--- src/rtl/alarm_clock_core.sv ---
// 24-hour alarm clock: debounced buttons, HH:MM seven-segment display, N_ALARMS alarms, ringing FSM.
// Optional snooze state is built only when SNOOZE_EN is defined.
module alarm_clock_core #(
    parameter int CLK_HZ     = 50000000,
    parameter int N_ALARMS   = 2,
    parameter int DEB_CYCLES = 1000000,
    parameter int BUZZ_DIV   = 25000,
    parameter int SNOOZE_MIN = 5,
    localparam int SEL_W     = (N_ALARMS > 1) ? $clog2(N_ALARMS) : 1
) (
    input  logic                clk,
    input  logic                reset,
    input  logic [1:0]          mode,
    input  logic [SEL_W-1:0]    alarm_sel,
    input  logic                btn_hours,
    input  logic                btn_minutes,
    input  logic                btn_off,
    input  logic [N_ALARMS-1:0] alarm_en,
    output logic [6:0]          seg3,
    output logic [6:0]          seg2,
    output logic [6:0]          seg1,
    output logic [6:0]          seg0,
    output logic [1:0]          leds,
    output logic                buzz
);
    localparam int TW = (CLK_HZ > 1) ? $clog2(CLK_HZ) : 1;
    localparam int DW = $clog2(DEB_CYCLES + 1);
    localparam int BW = (BUZZ_DIV > 1) ? $clog2(BUZZ_DIV) : 1;

`ifdef SNOOZE_EN
    localparam int SNZ_T = SNOOZE_MIN * 60;
    localparam int SW    = $clog2(SNZ_T + 1);
    typedef enum logic [1:0] {S_IDLE = 2'd0, S_RINGING = 2'd1, S_SNOOZE = 2'd2} state_t;
    logic [SW-1:0] snz_q, snz_d;
`else
    typedef enum logic [1:0] {S_IDLE = 2'd0, S_RINGING = 2'd1} state_t;
`endif

    state_t        state_q, state_d;
    logic [TW-1:0] tick_cnt_q, tick_cnt_d;
    logic [4:0]    hh_q, hh_d;
    logic [5:0]    mm_q, mm_d, ss_q, ss_d;
    logic [4:0]    al_hh_q [N_ALARMS];
    logic [4:0]    al_hh_d [N_ALARMS];
    logic [5:0]    al_mm_q [N_ALARMS];
    logic [5:0]    al_mm_d [N_ALARMS];
    logic [2:0]    s1_q, s1_d, s2_q, s2_d;
    logic [DW-1:0] deb_q [3];
    logic [DW-1:0] deb_d [3];
    logic [5:0]    ring_cnt_q, ring_cnt_d;
    logic [BW-1:0] bcnt_q, bcnt_d;
    logic          buzz_q, buzz_d, led0_q, led0_d, led1_q, led1_d;
    logic [6:0]    seg_q [4];
    logic [6:0]    seg_d [4];

    logic       run, set_clk, set_al, tick, match, start_ring, sel_ok;
    logic [2:0] press;
    logic [4:0] disp_h, h_t, h_o;
    logic [5:0] disp_m, m_t, m_o;

    function automatic logic [6:0] seg7(input logic [3:0] d);
        case (d)
            4'd0:    seg7 = 7'b1000000;
            4'd1:    seg7 = 7'b1111001;
            4'd2:    seg7 = 7'b0100100;
            4'd3:    seg7 = 7'b0110000;
            4'd4:    seg7 = 7'b0011001;
            4'd5:    seg7 = 7'b0010010;
            4'd6:    seg7 = 7'b0000010;
            4'd7:    seg7 = 7'b1111000;
            4'd8:    seg7 = 7'b0000000;
            4'd9:    seg7 = 7'b0010000;
            default: seg7 = 7'b1111111;
        endcase
    endfunction

    always_comb begin
        run     = (mode == 2'b00) || (mode == 2'b11);
        set_clk = (mode == 2'b01);
        set_al  = (mode == 2'b10);
        sel_ok  = (32'(alarm_sel) < N_ALARMS);
        tick    = (tick_cnt_q == TW'(CLK_HZ - 1));

        // press[0]=hours, press[1]=minutes, press[2]=off; one pulse when the level reaches DEB_CYCLES
        s1_d = {btn_off, btn_minutes, btn_hours};
        s2_d = s1_q;
        for (int i = 0; i < 3; i++) begin
            deb_d[i] = deb_q[i];
            press[i] = s2_q[i] && (deb_q[i] == DW'(DEB_CYCLES - 1));
            if (!s2_q[i])
                deb_d[i] = '0;
            else if (deb_q[i] != DW'(DEB_CYCLES))
                deb_d[i] = deb_q[i] + 1'b1;
        end

        tick_cnt_d = tick ? '0 : tick_cnt_q + 1'b1;
        hh_d = hh_q;
        mm_d = mm_q;
        ss_d = ss_q;
        if (set_clk) begin
            tick_cnt_d = '0;
            ss_d = '0;
            if (press[0]) hh_d = (hh_q == 5'd23) ? 5'd0 : hh_q + 5'd1;
            if (press[1]) mm_d = (mm_q == 6'd59) ? 6'd0 : mm_q + 6'd1;
        end else if (tick) begin
            if (ss_q != 6'd59) begin
                ss_d = ss_q + 6'd1;
            end else begin
                ss_d = '0;
                if (mm_q != 6'd59) begin
                    mm_d = mm_q + 6'd1;
                end else begin
                    mm_d = '0;
                    hh_d = (hh_q == 5'd23) ? 5'd0 : hh_q + 5'd1;
                end
            end
        end

        for (int k = 0; k < N_ALARMS; k++) begin
            al_hh_d[k] = al_hh_q[k];
            al_mm_d[k] = al_mm_q[k];
        end
        if (set_al && sel_ok) begin
            if (press[0]) al_hh_d[alarm_sel] = (al_hh_q[alarm_sel] == 5'd23) ? 5'd0 : al_hh_q[alarm_sel] + 5'd1;
            if (press[1]) al_mm_d[alarm_sel] = (al_mm_q[alarm_sel] == 6'd59) ? 6'd0 : al_mm_q[alarm_sel] + 6'd1;
        end

        // match is evaluated against the time this tick produces
        match = 1'b0;
        for (int k = 0; k < N_ALARMS; k++)
            if (alarm_en[k] && al_hh_q[k] == hh_d && al_mm_q[k] == mm_d) match = 1'b1;
        match = match && run && tick && (ss_d == 6'd0);

        state_d    = state_q;
        ring_cnt_d = ring_cnt_q;
        start_ring = 1'b0;
`ifdef SNOOZE_EN
        snz_d = snz_q;
`endif
        case (state_q)
            S_IDLE: begin
                if (match) begin
                    state_d    = S_RINGING;
                    start_ring = 1'b1;
                end
            end
            S_RINGING: begin
                if (press[2]) begin
                    state_d = S_IDLE;
`ifdef SNOOZE_EN
                end else if (press[0]) begin
                    state_d = S_SNOOZE;
                    snz_d   = '0;
`endif
                end else if (tick) begin
                    if (ring_cnt_q == 6'd59) state_d = S_IDLE;
                    else ring_cnt_d = ring_cnt_q + 6'd1;
                end
            end
`ifdef SNOOZE_EN
            S_SNOOZE: begin
                if (press[2]) begin
                    state_d = S_IDLE;
                end else if (tick) begin
                    if (snz_q == SW'(SNZ_T - 1)) begin
                        state_d    = S_RINGING;
                        start_ring = 1'b1;
                    end else begin
                        snz_d = snz_q + 1'b1;
                    end
                end
            end
`endif
            default: state_d = S_IDLE;
        endcase
        if (!run) begin
            state_d    = S_IDLE;
            start_ring = 1'b0;
        end

        // outputs follow the next state so they change on the same edge as the FSM
        buzz_d = buzz_q;
        bcnt_d = bcnt_q;
        if (start_ring) begin
            ring_cnt_d = '0;
            buzz_d     = 1'b1;
            bcnt_d     = '0;
        end else if (state_d == S_RINGING) begin
            if (bcnt_q == BW'(BUZZ_DIV - 1)) begin
                bcnt_d = '0;
                buzz_d = ~buzz_q;
            end else begin
                bcnt_d = bcnt_q + 1'b1;
            end
        end else begin
            buzz_d = 1'b0;
            bcnt_d = '0;
        end
        led0_d = (state_d == S_RINGING) && !ring_cnt_d[0];
        led1_d = |alarm_en;

        disp_h = hh_q;
        disp_m = mm_q;
        if (set_al) begin
            disp_h = sel_ok ? al_hh_q[alarm_sel] : 5'd0;
            disp_m = sel_ok ? al_mm_q[alarm_sel] : 6'd0;
        end
        h_t = disp_h / 5'd10;
        h_o = disp_h % 5'd10;
        m_t = disp_m / 6'd10;
        m_o = disp_m % 6'd10;
        seg_d[3] = seg7(h_t[3:0]);
        seg_d[2] = seg7(h_o[3:0]);
        seg_d[1] = seg7(m_t[3:0]);
        seg_d[0] = seg7(m_o[3:0]);
    end

    always_ff @(posedge clk or posedge reset) begin
        if (reset) begin
            state_q    <= S_IDLE;
            tick_cnt_q <= '0;
            hh_q       <= '0;
            mm_q       <= '0;
            ss_q       <= '0;
            for (int k = 0; k < N_ALARMS; k++) begin
                al_hh_q[k] <= '0;
                al_mm_q[k] <= '0;
            end
            s1_q <= '0;
            s2_q <= '0;
            for (int i = 0; i < 3; i++) deb_q[i] <= '0;
            ring_cnt_q <= '0;
            bcnt_q     <= '0;
            buzz_q     <= 1'b0;
            led0_q     <= 1'b0;
            led1_q     <= 1'b0;
            for (int j = 0; j < 4; j++) seg_q[j] <= 7'b1000000;
`ifdef SNOOZE_EN
            snz_q <= '0;
`endif
        end else begin
            state_q    <= state_d;
            tick_cnt_q <= tick_cnt_d;
            hh_q       <= hh_d;
            mm_q       <= mm_d;
            ss_q       <= ss_d;
            for (int k = 0; k < N_ALARMS; k++) begin
                al_hh_q[k] <= al_hh_d[k];
                al_mm_q[k] <= al_mm_d[k];
            end
            s1_q <= s1_d;
            s2_q <= s2_d;
            for (int i = 0; i < 3; i++) deb_q[i] <= deb_d[i];
            ring_cnt_q <= ring_cnt_d;
            bcnt_q     <= bcnt_d;
            buzz_q     <= buzz_d;
            led0_q     <= led0_d;
            led1_q     <= led1_d;
            for (int j = 0; j < 4; j++) seg_q[j] <= seg_d[j];
`ifdef SNOOZE_EN
            snz_q <= snz_d;
`endif
        end
    end

    assign seg3 = seg_q[3];
    assign seg2 = seg_q[2];
    assign seg1 = seg_q[1];
    assign seg0 = seg_q[0];
    assign leds = {led1_q, led0_q};
    assign buzz = buzz_q;
endmodule

--- config.mk ---
export PLATFORM = sky130hd
export DESIGN_NAME = alarm_clock_core
export DESIGN_NICKNAME = d
export VERILOG_FILES = /design/src/rtl/alarm_clock_core.sv
export SDC_FILE = /design/constraint.sdc
export NUM_CORES = 1
export LEC_CHECK = 0
export CORE_ASPECT_RATIO = 1.1
export CORE_UTILIZATION = 56
export CTS_BUF_LIST = sky130_fd_sc_hd__clkbuf_16
export DETAILED_ROUTE_END_ITERATION = 16
export PLACE_DENSITY = 0.77
export SLEW_MARGIN = 40
export SYNTH_ARGS = -nofsm -noshare
export SYNTH_HDL_FRONTEND = slang
export SYNTH_SLANG_ARGS = --single-unit
--- constraint.sdc ---
create_clock -name clk -period 5.39 [get_ports clk]
set_clock_uncertainty 0.2 [all_clocks]
set_input_delay 0.539 -clock clk [delete_from_list [all_inputs] [get_ports clk]]
set_output_delay 0.539 -clock clk [all_outputs]
set_load 0.01 [all_outputs]
# Yosys cells after proc, flatten, opt, wreduce, memory -nomap -nowiden
# Memory sizes are Yosys's and may differ from the RTL's. A register that Yosys moved wholly into a read port is not among the register bits.
# Cells that the tools add are included.
# totals
reg_bits,157
romBits,448
in_bits,10
out_inout_bits,31
mem_count,4
# mem_list
name,depth,word_bits,read_ports,rd_ports_with_merged_regs,wr,line,rtl
(no name shown),16,7,1,1,0,62,case (d)
(no name shown),16,7,1,1,0,62,
(no name shown),16,7,1,1,0,62,
(no name shown),16,7,1,1,0,62,
# op_classes
addsub,11
div,4
order_cmp,2
eq_ne,30
muxes,61
bitwise_logic,2
n_reduce_logical,23
# op_table
operator,count
2-to-1 mux 20 bit,6
2-to-1 mux 6 bit,20
adder 20 x 1 -> 20 bit (second input constant),3
== test 20 bit (second input constant),3
2-to-1 mux 5 bit,12
inequality test 20 bit (second input constant),3
2-to-1 mux 26 bit,2
2-to-1 mux 15 bit,3
adder 26 x 1 -> 26 bit (second input constant),1
== test 26 bit (second input constant),1
adder 6 x 1 -> 6 bit (second input constant),4
== test 6 bit (second input constant),3
adder 15 x 1 -> 15 bit (second input constant),1
== test 15 bit (second input constant),1
bitwise mux 12 bit,1
== test 6 bit,2
logical AND 1 bit,12
inequality test 6 bit (second input constant),2
adder 5 x 1 -> 5 bit (second input constant),2
bitwise mux 10 bit,1
== test 5 bit,2
== test 5 bit (second input constant),2
2-to-1 mux 2 bit,5
2-to-1 mux 1 bit,8
24 further kinds,33

# Longest topological paths before layout
# depth
ltp_word,20
depth_mapped,22
mapped_depth_nobuf,21

# Least setup slack after synthesis
# Ideal clock, no wire load.
# synth_path
path_type,input -> register
startpoint,input mode[0]
endpoint,"register seg_q, in the netlist seg2[0]"
setup_time_ns,0.132
t_arrival_ns,4.101
required_time_ns,5.058
path_slack_ns,0.958
path_stages,19
path_buffers,2
path_cell_list,inv_1 > ha_1 > clkbuf_1 > clkbuf_1 > mux2i_1 > ha_1 > o21ai_0 > nor2_1 > or3_1 > and2_1 > inv_1 > ha_1 > a21o_1 > a21oi_1 > o21ai_1 > a22oi_1 > nor2b_1 > nor2b_1 > a21oi_1
# synth_between
elab_chain_len,3
# synth_rtl
element,line,rtl
start: declaration,13,"input logic [1:0] mode,"
== test 2 bit,80,set_al = (mode == 2'b10);
2-to-1 mux 5 bit,204,if (set_al) begin
modulo 5 x 4 -> 5 bit,209,h_o = disp_h % 5'd10;
end: declaration,53,logic [6:0] seg_q [4];
# No other way between the ends.
# A chain may end at the register's enable or synchronous reset.

# Worst setup path after layout
# layout_path
startpoint,input alarm_sel
endpoint,"register seg_q, in the netlist seg2[3]"
# layout_between
elab_chain_len,6
# layout_rtl
element,line,rtl
start: declaration,14,"input logic [SEL_W-1:0] alarm_sel,"
NOT 1 -> 2 bit (not written as such),205,disp_h = sel_ok ? al_hh_q[alarm_sel] : 5'd0;
2-to-1 mux 5 bit (not written as such) (3 in a row),205,
2-to-1 mux 5 bit,204,
modulo 5 x 4 -> 5 bit,209,
# No other way between the ends. The select of a mux whose other input is x is not followed.

==> out/qor.csv <==
metric;value;unit
Area Growth Syn to Fin;12.4;%
crit path max fanout;11;
Pwr per Cell Area;258;mW/mm²
IO Port Bufs;39;
register area;0.00458;mm²
max-cap viol count;0;
Row Count;52;
vias in the first global route;7970;
Overall Power;3100;µW
Lkg Pwr;0.00526;µW
status;finished clean;
Syn Inst Count;1149;
dpl hpwl;14900;µm
adder-cell share of the synthesized area;4.33;%
largest family of logic cells by synthesized area;simple AND/OR/NAND/NOR gates;
mux contribution to synthesized area;5.15;%
Vias/cell;5.69;
antenna violations before repair;0;
routed len/inst;15.0;µm
# setup viols final;0;
Setup CP Type;in -> reg;
CP Launch Type;primary input;
Synth warnings;0;
CTS tree;done;
layout cells sized above 1;8.00;%
via count;8216;
compound-cell area share of the yosys netlist;10.0;%
FILL cells;1508;
Finished Cell Area;0.0120;mm²
Max-Slew Margin vs Limit;48.7;%
Post-DP Area;0.0113;mm²
die area;0.0196;mm²
Post-CTS Hold Buffers;0;
worst vdd ir;236;µV
Post-route DRC;0;
number of I/O pins;41;
Post-synth EDFFs;0;
Fin Hold WS;0.149;ns
multi-input logic area;0.00576;mm²
Die X-Extent;134;µm
Tcrit/Tclk final;86.0;%
Die Span Y;147;µm
Worst-path clk slew;0.07;ns
HP Class;reg -> reg;
critical path capture point type;flip-flop;
largest net degree at the start of global routing;149;
Final Hold Vio Count;0;
part of the Yosys area used for sequential elements;42.9;%
H-tree levels;4;
CP arrival;4.75;ns
Synth Cell Area;0.0107;mm²
Post-synth ARST share;100;%
Worst Path Required;5.50;ns
Max Clk Rate;216;MHz
nets;1234;
actual slew at the worst max-slew pin;0.767;ns
antenna-violating nets left;0;
CTS buffer count;17;
Clock Latency Late Sink;0.44;ns
Hold Crit Depth;0;
final slew viol count;0;
CTS root buf;clkbuf_16;
Initial Utilization;57.6;%
post_cts resized;0;
XOR/XNOR Fraction of Synth Area;9.64;%
drt pass-1 iters;5;
commonest register cell after synthesis;dfrtp_1;
setup TNS;0;ns
Clock Sinks;183;
Avg Cell Area, Syn;9.30;µm²
core area;0.0185;mm²
first-pass GRT wire length;37700;µm
RD Place Congestion;0.870;
GRT overflow;0;
simple-gate share of the synthesized area;24.6;%
Yosys reg bits;183;
Reg2Reg Depth;10;
post-CTS setup buffers;0;
Overall Global Routing Usage;23.7;%
CTS max path bufs;2;
distinct cell type count of the synthesized netlist;77;
# diodes;0;
initial drt markers;516;
Final Core Density;64.7;%
Final min period;4.64;ns
total wire length;21700;µm
RSZ-0062 raised after global routing;false;
flip-flops by register name (all words and copies together) (netlist names), 6 cells and up:
signal      count
seg0            7
deb_q          60
ss_q            6
seg2            7
ring_cnt_q      6
tick_cnt_q     26
bcnt_q         15
seg1            7
al_mm_q        12
al_hh_q        10
mm_q            6
path summary, 6_finish.rpt:
kind	start	slack, ns	endpoint
worst max-delay path	alarm_sel	0.75	seg2[3]$_DFF_PP0_
worst min-delay path	s1_q[1]$_DFF_PP0_	0.15	s2_q[1]$_DFF_PP0_
worst max register to register	tick_cnt_q[0]$_DFF_PP0_	1.20	buzz$_DFFE_PP0P_
worst min register to register	s1_q[1]$_DFF_PP0_	0.15	s2_q[1]$_DFF_PP0_
max in group asynchronous	reset	3.71	deb_q[37]$_DFFE_PP0P_
min in group asynchronous	reset	0.23	deb_q[17]$_DFFE_PP0P_
final cells by class:
class / instances / share of cell area [%]
Clock buffer: 17 / 3.54
Clock inverter: 15 / 1.48
Inverter: 52 / 1.66
Multi-Input combinational cell: 880 / 48.0
Sequential cell: 183 / 38.2
Tap cell: 243 / 2.53
Timing Repair Buffer: 53 / 4.60
Yosys cell counts (all sizes together), types with 9 or more instances:
library cell	number	share of area (%)
dfrtp	179	42
nor2	134	4.7
nand2	95	3.3
xor2	59	4.8
nand3	58	2.7
xnor2	56	4.6
inv	50	1.8
o21ai	43	2.0
and2	39	2.3
a21oi	38	1.8
ha	37	4.3
nor3	29	1.4
mux2i	28	2.6
nand4	28	1.8
and3	25	1.5
clkbuf	24	0.84
mux2	24	2.5
nor2b	18	1.1
nor4	16	1.0
or3	16	0.94
buf	11	0.59
nand2b	11	0.64
a31oi	9	0.53
logic make-up after synthesis:
family	count (synthesis)
compound gates	161
mux	52
buf+inv	87
other cells	1
flops	183
xor+xnor	116
fa+ha+maj	37
simple gates	512
through the flow:
step	setup WS, ns	cells
5_1_grt	0.295	1443
3_3_place_gp	0.400	1408
2_1_floorplan	0.958	1150
4_1_cts	0.689	1440
6_report	0.753	1443
3_5_place_dp	0.244	1408
per-layer routing:
| metal | vias to the layer above | GRT usage [%] | wire (µm) |
|---|---|---|---|
| met5 | - | 0 | 0 |
| met4 | 0 | 10.0 | 571 |
| met3 | 40 | 3.69 | 673 |
| met2 | 161 | 38.4 | 10400 |
| met1 | 3934 | 31.6 | 10000 |
| li1 | 4081 | - | - |
critical path: stages:
cell	delay (ns)
clkdlybuf4s50_1	0.84
mux2_2	0.46
mux2i_1	0.35
ha_1	0.28
o21ai_0	0.09
nor2_1	0.20
or3_1	0.16
and2_1	0.18
inv_1	0.07
ha_1	0.18
a21o_1	0.16
a21oi_1	0.12
o21ai_1	0.17
xnor2_1	0.35
inv_1	0.14
ha_1	0.21
mux2i_1	0.14
a21oi_1	0.08
power by group:
part | switching, µW | leakage, µW | internal (µW)
Clock | 554 | 0.000300 | 733
Combinational | 185 | 0.00253 | 162
Sequential | 35.5 | 0.00243 | 1430
cells in the final DEF (no fill, tap or decap), drive strengths merged, types with 4 or more instances in the layout:
master | netlist | routed
a21boi | 7 | 7
a21o | 8 | 8
a21oi | 38 | 38
a31oi | 9 | 9
and2 | 39 | 39
and3 | 25 | 25
and4 | 5 | 5
buf | 11 | 14
clkbuf | 24 | 17
clkdlybuf4s50 | 0 | 39
clkinv | 2 | 7
dfrtp | 179 | 179
dfstp | 4 | 4
ha | 37 | 37
inv | 50 | 55
mux2 | 24 | 24
mux2i | 28 | 28
nand2 | 95 | 95
nand2b | 11 | 11
nand3 | 58 | 58
nand4 | 28 | 28
nor2 | 134 | 134
nor2b | 18 | 18
nor3 | 29 | 29
nor3b | 4 | 4
nor4 | 16 | 16
nor4b | 6 | 6
o21a | 7 | 7
o21ai | 43 | 43
o31ai | 5 | 5
or2 | 8 | 8
or3 | 16 | 16
or4 | 8 | 8
or4b | 5 | 5
xnor2 | 56 | 56
xor2 | 59 | 59
Power figures use the tool's default switching activity.
